**config.mk**
```make
export PLATFORM = sky130hd
export DESIGN_NAME = microsequencer_seq
export DESIGN_NICKNAME = d
export VERILOG_FILES = /design/src/rtl/microseq_pkg.sv /design/src/rtl/micro_stack.sv /design/src/rtl/microsequencer_seq.sv
export SDC_FILE = /design/constraint.sdc
export NUM_CORES = 1
export LEC_CHECK = 0
export ABC_AREA = 1
export ABC_CLOCK_PERIOD_IN_PS = 1950
export CORE_MARGIN = 2
export CORE_UTILIZATION = 45
export CTS_CLUSTER_SIZE = 16
export DETAILED_ROUTE_END_ITERATION = 16
export PLACE_DENSITY = 0.79
export SYNTH_ARGS = -nofsm -noshare
export SYNTH_HDL_FRONTEND = slang
export SYNTH_SLANG_ARGS = --single-unit
```
**constraint.sdc**
```tcl
create_clock -name i_Clk -period 1.95 [get_ports i_Clk]
set_input_delay 0.39 -clock i_Clk [delete_from_list [all_inputs] [get_ports i_Clk]]
set_output_delay 0.39 -clock i_Clk [all_outputs]
set_load 0.01 [all_outputs]
```
**src/rtl/microseq_pkg.sv**
```systemverilog
// Shared encodings for the microsequencer: branch modes, LC-3 condition
// select codes, and the mapping from a condition code to the j-field bit it
// modifies.
package microseq_pkg;

  typedef enum logic [1:0] {
    MODE_BRANCH = 2'b00,
    MODE_CALL   = 2'b01,
    MODE_RET    = 2'b10,
    MODE_RSVD   = 2'b11
  } mode_e;

  localparam int COND_NONE  = 0;
  localparam int COND_R     = 1;
  localparam int COND_BEN   = 2;
  localparam int COND_IR11  = 3;
  localparam int COND_PSR15 = 4;
  localparam int COND_INT   = 5;
  localparam int COND_ACV   = 6;

  // Returned for codes that add no OR term.
  localparam int POS_NONE = -1;

  // j-field bit position that a condition code ORs its flag into.
  function automatic int cond_bit_pos(input int code);
    case (code)
      COND_R:     return 1;
      COND_BEN:   return 2;
      COND_IR11:  return 0;
      COND_PSR15: return 3;
      COND_INT:   return 4;
      COND_ACV:   return 5;
      default:    return POS_NONE;
    endcase
  endfunction

endpackage

```
**src/rtl/micro_stack.sv**
```systemverilog
// Micro-return LIFO: register array plus depth counter. At most one push or
// pop per cycle; pushes when full and pops when empty are ignored here (the
// caller raises the sticky error flags). Hold freezes contents and depth.
module micro_stack #(
  parameter int DEPTH = 4,
  parameter int WIDTH = 6
) (
  input  logic                       clk,
  input  logic                       rst,
  input  logic                       hold,
  input  logic                       push,
  input  logic                       pop,
  input  logic [WIDTH-1:0]           push_data,
  output logic [WIDTH-1:0]           top,
  output logic                       full,
  output logic                       empty,
  output logic [$clog2(DEPTH+1)-1:0] depth
);

  localparam int DW = $clog2(DEPTH + 1);
  localparam int IW = (DEPTH > 1) ? $clog2(DEPTH) : 1;

  logic [WIDTH-1:0] mem [DEPTH];
  logic [DW-1:0]    depth_q;
  logic [DW-1:0]    top_pos;
  logic             do_push;
  logic             do_pop;

  assign full    = (depth_q == DW'(DEPTH));
  assign empty   = (depth_q == '0);
  assign depth   = depth_q;
  assign do_push = push && !full && !hold;
  assign do_pop  = pop && !empty && !hold;
  assign top_pos = depth_q - DW'(1);

  // Top-of-stack read; the value is meaningless when empty, so drive zero.
  always_comb begin
    top = '0;
    if (!empty) top = mem[top_pos[IW-1:0]];
  end

  // Depth counter; reset empties the stack.
  always_ff @(posedge clk) begin
    if (rst) begin
      depth_q <= '0;
    end else if (do_push) begin
      depth_q <= depth_q + DW'(1);
    end else if (do_pop) begin
      depth_q <= depth_q - DW'(1);
    end
  end

  // Entry storage; contents are don't-care after reset so no reset term.
  always_ff @(posedge clk) begin
    if (do_push) mem[depth_q[IW-1:0]] <= push_data;
  end

endmodule

```
**src/rtl/microsequencer_seq.sv**
```systemverilog
// Clocked LC-3 style next-address logic with a micro-subroutine stack,
// stall, and sticky stack error flags. The next address is combinational
// from the current control-store fields; the uPC register, stack and flags
// commit on each unstalled clock edge.
module microsequencer_seq #(
  parameter int ADDR_W      = 6,
  parameter int COND_W      = 3,
  parameter int STACK_DEPTH = 4,
  parameter int RESET_ADDR  = 18
) (
  input  logic                             i_Clk,
  input  logic                             i_Reset,
  input  logic [ADDR_W-1:0]                i_j_field,
  input  logic [COND_W-1:0]                i_COND_bits,
  input  logic                             i_IRD,
  input  logic [1:0]                       i_Mode,
  input  logic [(2**COND_W)-1:0]           i_CondVec,
  input  logic [3:0]                       i_Opcode,
  input  logic                             i_Stall,
  output logic [ADDR_W-1:0]                o_uPC,
  output logic [ADDR_W-1:0]                o_AddressNextState,
  output logic [$clog2(STACK_DEPTH+1)-1:0] o_StackDepth,
  output logic                             o_StackOverflow,
  output logic                             o_StackUnderflow
);

  import microseq_pkg::*;

  logic [ADDR_W-1:0] upc_q;
  logic [ADDR_W-1:0] next_addr;
  logic [ADDR_W-1:0] cond_term;
  logic [ADDR_W-1:0] stack_top;
  logic [ADDR_W-1:0] ret_addr;
  logic              push;
  logic              pop;
  logic              set_ovf;
  logic              set_unf;
  logic              stk_full;
  logic              stk_empty;
  logic              ovf_q;
  logic              unf_q;
  int                pos;
  mode_e             mode;

  assign mode     = mode_e'(i_Mode);
  assign ret_addr = upc_q + ADDR_W'(1);

  // Condition OR term: selected flag shifted to its mapped j-field bit.
  // Code 0, unmapped codes and positions beyond the address add nothing.
  always_comb begin
    cond_term = '0;
    pos       = cond_bit_pos(int'(i_COND_bits));
    for (int k = 0; k < ADDR_W; k++) begin
      if (i_COND_bits != '0 && pos == k) cond_term[k] = i_CondVec[i_COND_bits];
    end
  end

  // Next-address priority mux and stack/flag requests.
  always_comb begin
    next_addr = '0;
    push      = 1'b0;
    pop       = 1'b0;
    set_ovf   = 1'b0;
    set_unf   = 1'b0;
    if (i_IRD) begin
      next_addr[3:0] = i_Opcode;
    end else if (mode == MODE_RET) begin
      if (!stk_empty) begin
        next_addr = stack_top;
        pop       = 1'b1;
      end else begin
        next_addr = ADDR_W'(RESET_ADDR);
        set_unf   = 1'b1;
      end
    end else begin
      next_addr = i_j_field | cond_term;
      if (mode == MODE_CALL) begin
        if (!stk_full) push = 1'b1;
        else           set_ovf = 1'b1;
      end
    end
  end

  micro_stack #(
    .DEPTH (STACK_DEPTH),
    .WIDTH (ADDR_W)
  ) u_stack (
    .clk       (i_Clk),
    .rst       (i_Reset),
    .hold      (i_Stall),
    .push      (push),
    .pop       (pop),
    .push_data (ret_addr),
    .top       (stack_top),
    .full      (stk_full),
    .empty     (stk_empty),
    .depth     (o_StackDepth)
  );

  // uPC register and sticky flags; reset beats stall, stall holds all.
  always_ff @(posedge i_Clk) begin
    if (i_Reset) begin
      upc_q <= ADDR_W'(RESET_ADDR);
      ovf_q <= 1'b0;
      unf_q <= 1'b0;
    end else if (!i_Stall) begin
      upc_q <= next_addr;
      if (set_ovf) ovf_q <= 1'b1;
      if (set_unf) unf_q <= 1'b1;
    end
  end

  assign o_uPC              = upc_q;
  assign o_AddressNextState = next_addr;
  assign o_StackOverflow    = ovf_q;
  assign o_StackUnderflow   = unf_q;

endmodule

```
==> qor.csv <==
metric;value;unit
max_cap_violations;0;
viasPerCell;5.00;
cts-root-buf;clkbuf_8;
slowest_delay;0.34;ns
ys_warn_count;0;
synth_area;1900;um^2
fmax;0.474;GHz
stdcell_area;2890;um^2
design.core.area;4030;um^2
yosys-top-cells-count;49 x nand2_1, 28 x inv_1, 27 x nor2_1;
worst_hold_path_type;reg2reg;
synth_top_cell_by_area;edfxtp_1;
first_pass_iters;4;
drive_above_1_share;31.1;%
first_global_vias;1803;
ys_top_cells_by_area;edfxtp_1 38%, dfxtp_1 12%, nand2_1 9.7%;
crit_path_cell_trace;inv_2, ha_4, inv_6, buf_6, nand2_2, o21ai_1, o21ai_1, nand2_1, nand3_2, inv_2, buf_6;
ant_nets;0;
cts_tree;built;
grt_use_total;24.4;%
clockBufferDepth;2;
wl_per_cell;14.4;um
layout_min_cycle_time;2.11;ns
async_flop_share;0;%
critPathKind;reg2out;
arrival;1.72;ns
cp-start-kind;flop;
gr-usage-met2;42.3;%
hold_slack;0.455;ns
rows;23;
syn_nets;254;
fin_crit_sh;108;%
fin_util;71.7;%
yosysMostFrequentCell;nand2_1;
ys.flop_type;edfxtp_1;
crit_family;buffers and inverters;
vias;1809;
area_growth;52.0;%
pin_count;44;
dr.first_iter.drc_count;105;
failed_checks;negative setup slack;
io_buffers;43;
die_area;4760;um^2
overflow;0;
h-tree-depth;2;
drv_slew;0;
grt_pass1_wl;8.07;mm
p_per_area;671;nW/um^2
slowest_stage;dfxtp_2;
drc_errors;0;
outcome;complete, but fails checks;
clk_pin_slew;0.08;ns
fin_nets;344;
cts_buffers;5;
crit_required;1.56;ns
fp.dieH;69.0;um
synth_cell_types;29;
ys_seq_elements;35;
placed_cell_area;2550;um^2
relSlewSlack;77.6;%
clock_skew;0.00532;ns
met1_usage;26.8;%
dpl.hpwl;3.46;mm
seq_area_frac_synth;49.5;%
die_w;69.0;um
grt_max_degree;18;
placed_cells;336;
vdd_drop_max;0.509;mV
worst-path-max-fanout;7;
clock-sinks;35;
setup_violations;7;
tightestPinTransition;0.335;ns
worst_slack;-0.158;ns
critPathBufInv;5;
crit_path_end_kind;output pin;
synth_top_area_share;37.9;%
grtUsageMet3;6.98;%
antenna_cells;0;
synth_area_per_cell;8.59;um^2
cts_hold_buf;0;
gp_congestion;0.959;
rsz0062_at_grt;yes;
syn_inst;221;
finalHoldViolations;0;
stdcell_count;362;
cellLeakagePower;1.29;nW
busiest_layer;met2;
start_util;47.1;%
grt_antenna_before_repair;0;
synth_edf_count;24;
routed_wirelength;5.20;mm
clk_latency;0.30;ns
metrics by stage:
| stage | power (mW) | worst slack [ns] | setup TNS [ns] |
|---|---|---|---|
| after detailed placement | 1.19 | -0.633 | -5.26 |
| after global routing | 2.02 | -0.293 | -1.48 |
| final | 1.94 | -0.158 | -0.769 |
| after floorplan | 1.01 | 0.0184 | 0 |
| after CTS | 1.93 | -0.192 | -1.04 |
| after global placement | 1.19 | -0.593 | -5.31 |
tightest hold or removal path, stage by stage (launching register included):
cell	delay, ns
dfxtp_1	0.31
inv_1	0.04
a21oi_1	0.05
where the power goes:
group | internal [mW] | total, mW | switching (mW) | leakage, nW
clock | 0.387 | 0.677 | 0.290 | 0.0587
combinational | 0.223 | 0.428 | 0.205 | 0.924
sequential | 0.818 | 0.833 | 0.0151 | 0.306
total | 1.43 | 1.94 | 0.510 | 1.29
layout make-up:
class | count | area (um^2)
multi-input combinational | 149 | 870
tap | 50 | 62.6
fill | 285 | 1140
clock buffer | 5 | 68.8
sequential | 35 | 943
inverter | 32 | 125
clock inverter | 3 | 47.5
timing repair buffer | 88 | 771
what timing repair did:
| item | in CTS | in global routing |
|---|---|---|
| pin swaps | 20 | 17 |
| gates cloned | 0 | 0 |
| endpoints found under the hold margin | 0 | 0 |
| endpoints found under the setup margin | 6 | 9 |
| setup buffers | 21 | 1 |
| gates resized for setup | 51 | 14 |
flip-flops by register name (all words and copies together), names as in the netlist:
name	cells
u_stack.mem	24
o_uPC	6
u_stack.depth	3
o_StackOverflow	1
o_StackUnderflow	1
worst paths after layout:
| path | startpoint | endpoint | slack [ns] | cells past startpoint |
|---|---|---|---|---|
| max reg2reg | u_stack.depth[1]$_SDFFE_PP0P_ | o_uPC[2]$_SDFFE_PP0N_ | -0.02 | 15 |
| min reg2reg | o_StackUnderflow$_SDFFE_PP0P_ | o_StackUnderflow$_SDFFE_PP0P_ | 0.46 | 2 |
| max | u_stack.depth[1]$_SDFFE_PP0P_ | o_AddressNextState[5] | -0.16 | 11 |
| min | o_StackUnderflow$_SDFFE_PP0P_ | o_StackUnderflow$_SDFFE_PP0P_ | 0.46 | 2 |
placed cells by master (no fill, tap or decap), types with 3 or more instances in the layout:
master | synthesis | final
ha_1 | 6 | 5
a21oi_2 | 1 | 4
xor2_1 | 5 | 5
nor2_4 | 1 | 3
clkbuf_8 | 0 | 5
nor2_1 | 27 | 26
nand3_1 | 9 | 8
nand2_1 | 49 | 44
inv_2 | 4 | 7
buf_6 | 4 | 9
clkdlybuf4s50_1 | 0 | 34
dlygate4sd2_1 | 0 | 3
inv_1 | 28 | 24
o21ai_0 | 10 | 7
o21ai_1 | 11 | 11
a21oi_1 | 10 | 7
dfxtp_1 | 11 | 9
edfxtp_1 | 24 | 24
buf_2 | 1 | 5
nand2_2 | 3 | 8
buf_4 | 0 | 37
routing by layer:
metal  wire length (um)  vias to the layer above  share of wire [%]
li1                   -                      901                  -
met1               2170                      842                 42
met2               2630                       51                 51
met3                235                       15                4.5
met4                161                        0                3.1
met5                  0                        -                  0
cell families after synthesis:
family                   Yosys count  share of synthesized area [%]
AO/OA/AOI/OAI                     37                           10.9
XOR/XNOR                           5                           2.31
adder cells (fa/ha/maj)            6                           3.95
buffers and inverters             37                           8.96
flip-flops                        35                           49.5
AND/OR/NAND/NOR                  101                           24.3
Power figures use the tool's default switching activity.
